## src/rtl/bsg_demux_bitwise_stream_pkg.sv

```systemverilog
// Shared types and constants for the bitwise stream demux and its channel FIFOs.
package bsg_demux_pkg;

  localparam int DEMUX_WIDTH = 16;

  typedef enum logic [1:0] {
    EMPTY = 2'd0,
    ONE   = 2'd1,
    FULL  = 2'd2
  } fifo_state_e;

endpackage

```

## src/rtl/bsg_demux_bitwise_stream_if.sv

```systemverilog
// Channel head bundle: one FIFO head as seen by its consumer.
// Handshake: the head is offered while v=1; yumi=1 in a cycle with v=1 takes it at
// the next rising edge. yumi with v=0 is illegal and ignored. state is debug only.
interface bsg_demux_bitwise_stream_if
  import bsg_demux_pkg::*;
#(
  parameter int width_p = DEMUX_WIDTH
) ();

  logic               v;
  logic               pair;
  logic [width_p-1:0] mask;
  logic [width_p-1:0] data;
  logic               yumi;
  fifo_state_e        state;

  modport master (output v, pair, mask, data, state, input yumi);
  modport slave  (input v, pair, mask, data, state, output yumi);

endinterface

```

## src/rtl/bsg_demux_bitwise_stream_fifo.sv

```systemverilog
// Two-entry FIFO with async active-low reset: v/ready on the enqueue side,
// v/yumi on the head side; the head payload reads as zero whenever it is empty.
module bsg_two_fifo_arn
  import bsg_demux_pkg::*;
#(
  parameter int width_p = DEMUX_WIDTH
) (
  input  logic                      clk_i,
  input  logic                      reset_n_i,
  input  logic                      v_i,
  input  logic                      pair_i,
  input  logic [width_p-1:0]        mask_i,
  input  logic [width_p-1:0]        data_i,
  output logic                      ready_o,
  bsg_demux_bitwise_stream_if.master deq
);

  localparam int PW = 2 * width_p + 1;

  fifo_state_e   state_q, state_d;
  logic          wptr_q, wptr_d, rptr_q, rptr_d;
  logic [PW-1:0] mem_q [2];
  logic [PW-1:0] head;
  logic          valid, enq, pop;

  assign valid   = (state_q != EMPTY);
  assign ready_o = (state_q != FULL);
  assign enq     = v_i & ready_o;
  assign pop     = deq.yumi & valid;
  assign wptr_d  = wptr_q ^ enq;
  assign rptr_d  = rptr_q ^ pop;

  always_comb begin
    state_d = state_q;
    case (state_q)
      EMPTY:   if (enq) state_d = ONE;
      ONE: begin
        if (enq && !pop)      state_d = FULL;
        else if (pop && !enq) state_d = EMPTY;
      end
      FULL:    if (pop) state_d = ONE;
      default: state_d = EMPTY;
    endcase
  end

  always_ff @(posedge clk_i or negedge reset_n_i) begin
    if (!reset_n_i) begin
      state_q <= EMPTY;
      wptr_q  <= 1'b0;
      rptr_q  <= 1'b0;
    end else begin
      state_q <= state_d;
      wptr_q  <= wptr_d;
      rptr_q  <= rptr_d;
    end
  end

  // Storage needs no reset: the head is masked by valid, so stale words never leak.
  always_ff @(posedge clk_i) begin
    if (enq) mem_q[wptr_q] <= {pair_i, mask_i, data_i};
  end

  assign head      = valid ? mem_q[rptr_q] : '0;
  assign deq.v     = valid;
  assign deq.pair  = head[PW-1];
  assign deq.mask  = head[PW-2 -: width_p];
  assign deq.data  = head[width_p-1:0];
  assign deq.state = state_q;

  always @(posedge clk_i) begin
    if (reset_n_i) begin
      spurious_yumi: assert (!(deq.yumi && !valid))
        else $warning("yumi while head invalid; ignored");
    end
  end

endmodule

```

## src/rtl/bsg_demux_bitwise_stream.sv

```systemverilog
// Splits each input word bit-by-bit into two streams under sel_i; every channel
// that owns at least one bit gets a masked copy through its own 2-entry FIFO.
module bsg_demux_bitwise_stream
  import bsg_demux_pkg::*;
#(
  parameter int width_p = DEMUX_WIDTH
) (
  input  logic               clk_i,
  input  logic               reset_n_i,
  input  logic               v_i,
  input  logic [width_p-1:0] data_i,
  input  logic [width_p-1:0] sel_i,
  output logic               ready_o,
  output logic               v0_o,
  output logic               v1_o,
  output logic [width_p-1:0] data0_o,
  output logic [width_p-1:0] data1_o,
  output logic [width_p-1:0] mask0_o,
  output logic [width_p-1:0] mask1_o,
  output logic               pair0_o,
  output logic               pair1_o,
  input  logic               yumi0_i,
  input  logic               yumi1_i
);

  bsg_demux_bitwise_stream_if #(.width_p(width_p)) ch0_if ();
  bsg_demux_bitwise_stream_if #(.width_p(width_p)) ch1_if ();

  logic [width_p-1:0] m0, m1;
  logic               pair, ready0, ready1, acc;

  assign m1      = sel_i;
  assign m0      = ~sel_i;
  assign pair    = (|m0) & (|m1);
  // A beat is taken only when both FIFOs have room, so a split beat is never torn.
  assign ready_o = ready0 & ready1;
  assign acc     = v_i & ready_o;

  bsg_two_fifo_arn #(.width_p(width_p)) fifo0 (
    .clk_i     (clk_i),
    .reset_n_i (reset_n_i),
    .v_i       (acc & (|m0)),
    .pair_i    (pair),
    .mask_i    (m0),
    .data_i    (data_i & m0),
    .ready_o   (ready0),
    .deq       (ch0_if)
  );

  bsg_two_fifo_arn #(.width_p(width_p)) fifo1 (
    .clk_i     (clk_i),
    .reset_n_i (reset_n_i),
    .v_i       (acc & (|m1)),
    .pair_i    (pair),
    .mask_i    (m1),
    .data_i    (data_i & m1),
    .ready_o   (ready1),
    .deq       (ch1_if)
  );

  assign ch0_if.yumi = yumi0_i;
  assign ch1_if.yumi = yumi1_i;
  assign v0_o    = ch0_if.v;
  assign v1_o    = ch1_if.v;
  assign data0_o = ch0_if.data;
  assign data1_o = ch1_if.data;
  assign mask0_o = ch0_if.mask;
  assign mask1_o = ch1_if.mask;
  assign pair0_o = ch0_if.pair;
  assign pair1_o = ch1_if.pair;

endmodule

```

## config.mk

```make
export PLATFORM = sky130hd
export DESIGN_NAME = bsg_demux_bitwise_stream
export DESIGN_NICKNAME = d
export VERILOG_FILES = /design/src/rtl/bsg_demux_bitwise_stream_pkg.sv /design/src/rtl/bsg_demux_bitwise_stream_if.sv /design/src/rtl/bsg_demux_bitwise_stream_fifo.sv /design/src/rtl/bsg_demux_bitwise_stream.sv
export SDC_FILE = /design/constraint.sdc
export NUM_CORES = 1
export LEC_CHECK = 0
export CORE_MARGIN = 10
export CORE_UTILIZATION = 47
export DETAILED_ROUTE_END_ITERATION = 8
export PLACE_DENSITY = 0.76
export SYNTH_ARGS = -nofsm -noshare
export SYNTH_HDL_FRONTEND = slang
export SYNTH_SLANG_ARGS = --single-unit
```

## constraint.sdc

```tcl
create_clock -name clk_i -period 2.2 [get_ports clk_i]
set_clock_uncertainty 0.1 [all_clocks]
set_input_delay 0.55 -clock clk_i [delete_from_list [all_inputs] [get_ports clk_i]]
set_output_delay 0.55 -clock clk_i [all_outputs]
set_load 0.02 [all_outputs]
```

==> impl_results.html <==
<table>
<tr><th>Metric</th><th>Value</th></tr>
<tr><th colspan="2">Detailed routing</th></tr>
<tr><td>Number of vias after detailed routing</td><td>about 3900</td></tr>
<tr><td>Routed wire length</td><td>between 15 and 20 mm</td></tr>
<tr><td>Post-route DRC violation count</td><td>0</td></tr>
<tr><td>Iteration-0 DRC count of the detailed router</td><td>~370</td></tr>
<tr><td>Final ANT Viol Nets</td><td>0</td></tr>
<tr><td>Number of vias per cell after detailed routing</td><td>about 5.4</td></tr>
<tr><td>Average wire per standard cell</td><td>around 22 µm</td></tr>
<tr><td>Number of detailed-route iterations in the first pass</td><td>5</td></tr>
<tr><th colspan="2">GRT</th></tr>
<tr><td>Largest net degree at the start of global routing</td><td>28</td></tr>
<tr><td>Sum of overflow across all layers after global routing</td><td>0</td></tr>
<tr><td>Via count of the first global-routing pass</td><td>roughly 4100</td></tr>
<tr><td>Initial antenna violation count</td><td>0</td></tr>
<tr><td>Total GRT Usage</td><td>0.1832</td></tr>
<tr><td>Wire length of the first global-routing pass</td><td>approximately 23 mm</td></tr>
<tr><th colspan="2">STA</th></tr>
<tr><td>Hold Fails Final Rpt</td><td>0</td></tr>
<tr><td>Upper clock frequency limit</td><td>432.1 MHz</td></tr>
<tr><td>Total setup violations reported at the end of the flow</td><td>38</td></tr>
<tr><td>Clock period minus final worst setup slack</td><td>2314 ps</td></tr>
<tr><td>Setup repair after global routing missed its margin</td><td>true</td></tr>
<tr><td>Part of the cycle the worst path needs</td><td>1.052</td></tr>
<tr><td>Max Slew Vio Count</td><td>0</td></tr>
<tr><td>Final worst-path setup slack</td><td>-114.3 ps</td></tr>
<tr><td>Pin slew with the least headroom to its limit</td><td>474.6 ps</td></tr>
<tr><td>Headroom to the max-slew limit</td><td>0.6826</td></tr>
<tr><th colspan="2">Synthesis</th></tr>
<tr><td>FFs w/ async S/R, synth</td><td>0.05714</td></tr>
<tr><td>Net count after synthesis</td><td>between 400 and 500</td></tr>
<tr><td>Warning count from the yosys run</td><td>0</td></tr>
<tr><td>Number of synthesized flops with an enable pin</td><td>between 100 and 150</td></tr>
<tr><td>Top-area cell type share of the netlist area</td><td>0.6897</td></tr>
<tr><td>Number of instances in the synthesized netlist</td><td>roughly 380</td></tr>
<tr><td>Cell type with the largest total area after synthesis</td><td>sky130_fd_sc_hd__edfxtp_1</td></tr>
<tr><td>Number of synthesized register bits</td><td>140</td></tr>
<tr><td>Top cells by area in the synthesized netlist</td><td>sky130_fd_sc_hd__edfxtp_1 69%, sky130_fd_sc_hd__mux2i_1 11%, sky130_fd_sc_hd__nor2_1 4.5%, sky130_fd_sc_hd__dfrtp_1 3.5%, sky130_fd_sc_hd__and2_1 1.7%</td></tr>
<tr><td>Top flip-flop cell by instance count after synthesis</td><td>sky130_fd_sc_hd__edfxtp_1</td></tr>
<tr><td>Distinct cell type count after synthesis</td><td>35</td></tr>
<tr><td>Syn_area_per_cell</td><td>~15 µm²</td></tr>
<tr><td>Sequential area share after synthesis</td><td>0.7246</td></tr>
<tr><td>Total standard cell area after synthesis</td><td>0.005747 mm²</td></tr>
<tr><th colspan="2">Clock tree</th></tr>
<tr><td>Post-CTS Hold Buffers</td><td>0</td></tr>
<tr><td>Worst skew pair latency</td><td>slightly above 400 ps</td></tr>
<tr><td>Number of clock buffers inserted by TritonCTS</td><td>17</td></tr>
<tr><td>Maximum root-to-sink buffer count</td><td>2</td></tr>
<tr><td>CTS tree</td><td>yes</td></tr>
<tr><td>Clock transition time at the flip-flop clock pins of the worst setup and hold paths</td><td>~60 ps</td></tr>
<tr><td>Root Buffer</td><td>sky130_fd_sc_hd__clkbuf_16</td></tr>
<tr><td>H-tree levels</td><td>4</td></tr>
<tr><td># clock sinks</td><td>140</td></tr>
<tr><th colspan="2">Floorplan</th></tr>
<tr><td>Total core area</td><td>0.01201 mm²</td></tr>
<tr><td>I/O pins</td><td>about 110</td></tr>
<tr><td>Horizontal die dimension</td><td>around 130 µm</td></tr>
<tr><td>Die Footprint</td><td>approximately 0.017 mm²</td></tr>
<tr><td>Starting density of the core</td><td>0.4784</td></tr>
<tr><td>Number of rows created at floorplan</td><td>40</td></tr>
<tr><td>Die Span Y</td><td>between 100 and 150 µm</td></tr>
<tr><th colspan="2">Worst setup path</th></tr>
<tr><td>Origin of the critical flop-to-flop path</td><td>fifo0.deq.state[0]$_DFFE_PN0P_</td></tr>
<tr><td>Register-to-register setup slack</td><td>230 ps</td></tr>
<tr><td>Crit path to</td><td>data1_o[8]</td></tr>
<tr><td>Source of the critical timing path</td><td>fifo1.rptr_q$_DFF_PN0_</td></tr>
<tr><td>Register-to-Register Path Depth</td><td>6</td></tr>
<tr><td>Worst endpoint required time</td><td>between 1500 and 2000 ps</td></tr>
<tr><td>CP max FO</td><td>10</td></tr>
<tr><td>Reg-to-reg critical path endpoint</td><td>fifo0.mem_q[1][21]$_DFFE_PP_</td></tr>
<tr><td>Crit Path Class</td><td>reg2out</td></tr>
<tr><td>Element type at the critical path start</td><td>register</td></tr>
<tr><td>WP data arrival</td><td>1660 ps</td></tr>
<tr><td>Setup crit end kind</td><td>primary output</td></tr>
<tr><th colspan="2">Run status</th></tr>
<tr><td>Violated checks</td><td>setup timing</td></tr>
<tr><td>Status</td><td>finished, violations left</td></tr>
<tr><th colspan="2">Cells and area</th></tr>
<tr><td>Most common library cell in the layout ignoring fill and taps</td><td>sky130_fd_sc_hd__edfxtp_1</td></tr>
<tr><td>Antenna cell count</td><td>0</td></tr>
<tr><td>Top library cells by usage in the layout, fill and taps aside</td><td>132 x sky130_fd_sc_hd__edfxtp_1, 101 x sky130_fd_sc_hd__buf_4, 64 x sky130_fd_sc_hd__nor2_1, 47 x sky130_fd_sc_hd__mux2i_1, 31 x sky130_fd_sc_hd__clkdlybuf4s50_1</td></tr>
<tr><td>Share of final-layout standard cells stronger than drive strength 1</td><td>0.3782</td></tr>
<tr><td>Flip-flop and latch area</td><td>between 0.004 and 0.005 mm²</td></tr>
<tr><td>Cell Count, Final, Fillers Out</td><td>734</td></tr>
<tr><td>Number of filler instances in the final layout</td><td>~770</td></tr>
<tr><td>Number of nets in the final layout</td><td>a little over 600</td></tr>
<tr><td>Area of combinational cells with multiple inputs</td><td>around 0.0016 mm²</td></tr>
<tr><td>Synth-to-layout area growth</td><td>45.68%</td></tr>
<tr><th colspan="2">Placement</th></tr>
<tr><td>Final estimated routing congestion in global placement</td><td>0.8591</td></tr>
<tr><td>Number of port buffers</td><td>105</td></tr>
<tr><td>Worst Setup Slack post-DPL</td><td>-556.9 ps</td></tr>
<tr><td>Detailed placer's ending HPWL</td><td>about 10 mm</td></tr>
<tr><td>Placed instance count</td><td>roughly 670</td></tr>
<tr><th colspan="2">Worst hold path</th></tr>
<tr><td>Worst hold path class</td><td>in2async</td></tr>
<tr><th colspan="2">Power and ir drop</th></tr>
<tr><td>Leak Pwr</td><td>~3.4 nW</td></tr>
<tr><td>Peak ir drop on the vdd network</td><td>roughly 0.90 mV</td></tr>
<tr><td>Power Dens Cells</td><td>1486 mW/mm²</td></tr>
<tr><th colspan="2">Run</th></tr>
<tr><td>Maximum capacitance violations</td><td>0</td></tr>
</table>
## cell type report
cell class              count  area share
clock inverters            15     0.02048
clock buffers              17     0.05081
multi-input cells         205      0.1958
well taps                 147     0.02197
repair buffers            185      0.2018
inverters                  25     0.01121
flip-flops and latches    140      0.4980
## worst max-delay path, cell delays in order (launching register included)
cell	delay [ps]
sky130_fd_sc_hd__dfrtp_2	450
sky130_fd_sc_hd__buf_12	160
sky130_fd_sc_hd__buf_12	150
sky130_fd_sc_hd__mux2i_4	200
sky130_fd_sc_hd__nor2_2	130
sky130_fd_sc_hd__buf_6	140
## per-layer routing
metal  GRT usage  up-vias  wire, µm
met2      0.3027      202      8002
met4     0.05363        0       260
li1            -     1766         -
met3     0.07091       29      1433
met1      0.2180     1935      6220
met5           0        -         0
## worst min path at each step
| stage | end | start |
|---|---|---|
| 2_1_floorplan | fifo0.deq.state[0]$_DFFE_PN0P_ | reset_n_i |
| 3_3_place_gp | fifo1.deq.state[1]$_DFFE_PN0P_ | fifo1.deq.state[1]$_DFFE_PN0P_ |
| 3_5_place_dp | fifo1.deq.state[1]$_DFFE_PN0P_ | fifo1.deq.state[1]$_DFFE_PN0P_ |
| 4_1_cts | fifo1.rptr_q$_DFF_PN0_ | reset_n_i |
| 5_1_grt | fifo1.rptr_q$_DFF_PN0_ | reset_n_i |
| 6_report | fifo1.rptr_q$_DFF_PN0_ | reset_n_i |
## flip-flops by register name, summed over array words and instances (netlist names)
signal           count
fifo0.mem_q         66
fifo0.deq.state      2
fifo1.wptr_q         1
fifo1.deq.state      2
fifo0.wptr_q         1
fifo0.rptr_q         1
fifo1.rptr_q         1
fifo1.mem_q         66
## kinds of logic (layout without fill, tap and decap cells)
logic type / Yosys count / in the layout / synth area share
AO/OA/AOI/OAI: 8 / 8 / 0.01154
AND/OR/NAND/NOR: 125 / 125 / 0.1104
buffers and inverters: 39 / 242 / 0.02678
flip-flops: 140 / 140 / 0.7246
multiplexers: 66 / 66 / 0.1150
XOR/XNOR: 2 / 2 / 0.003049
adder cells (fa/ha/maj): 4 / 4 / 0.008709
## cells in the mapped netlist (2+ instances only)
| cell | number |
|---|---|
| sky130_fd_sc_hd__nor3b_1 | 2 |
| sky130_fd_sc_hd__ha_1 | 4 |
| sky130_fd_sc_hd__mux2i_1 | 66 |
| sky130_fd_sc_hd__inv_1 | 25 |
| sky130_fd_sc_hd__dfrtp_1 | 8 |
| sky130_fd_sc_hd__edfxtp_1 | 132 |
| sky130_fd_sc_hd__nor2b_1 | 13 |
| sky130_fd_sc_hd__and2b_1 | 2 |
| sky130_fd_sc_hd__and2_1 | 16 |
| sky130_fd_sc_hd__nor2_1 | 69 |
| sky130_fd_sc_hd__nor4_1 | 4 |
| sky130_fd_sc_hd__clkbuf_1 | 8 |
| sky130_fd_sc_hd__nand4_1 | 4 |
| sky130_fd_sc_hd__xnor2_1 | 2 |
| sky130_fd_sc_hd__buf_2 | 6 |
| sky130_fd_sc_hd__nand2_1 | 4 |
## stage by stage
| stage | setup TNS (ps) | hold WS [ps] | utilization | instance area (µm²) | total power, W |
|---|---|---|---|---|---|
| after global routing | -7107 | 352.4 | 0.6970 | 8372 | 0.01299 |
| final | -1948 | 355.2 | 0.6970 | 8372 | 0.01244 |
| after CTS | -2041 | 348.8 | 0.6848 | 8225 | 0.01219 |
| after detailed placement | -61750 | 497.1 | 0.6204 | 7452 | 0.008962 |
| after floorplan | -7343 | 154.4 | - | 5747 | 0.006404 |
| after global placement | -63880 | 471.7 | 0.6204 | 7452 | 0.008860 |
## power breakdown
group | switching, W | leakage (nW) | internal, W
registers | 0.000288 | 1.33 | 0.00366
clock network | 0.00109 | 0.287 | 0.00178
logic | 0.00302 | 1.81 | 0.00261
## repair_timing
item	CTS	global route
gates resized for setup	338	44
setup endpoints to repair	135	192
setup buffers	22	7
gates cloned	2	0
pin swaps	6	11
Note: power is estimated with default switching activity, not from simulation.
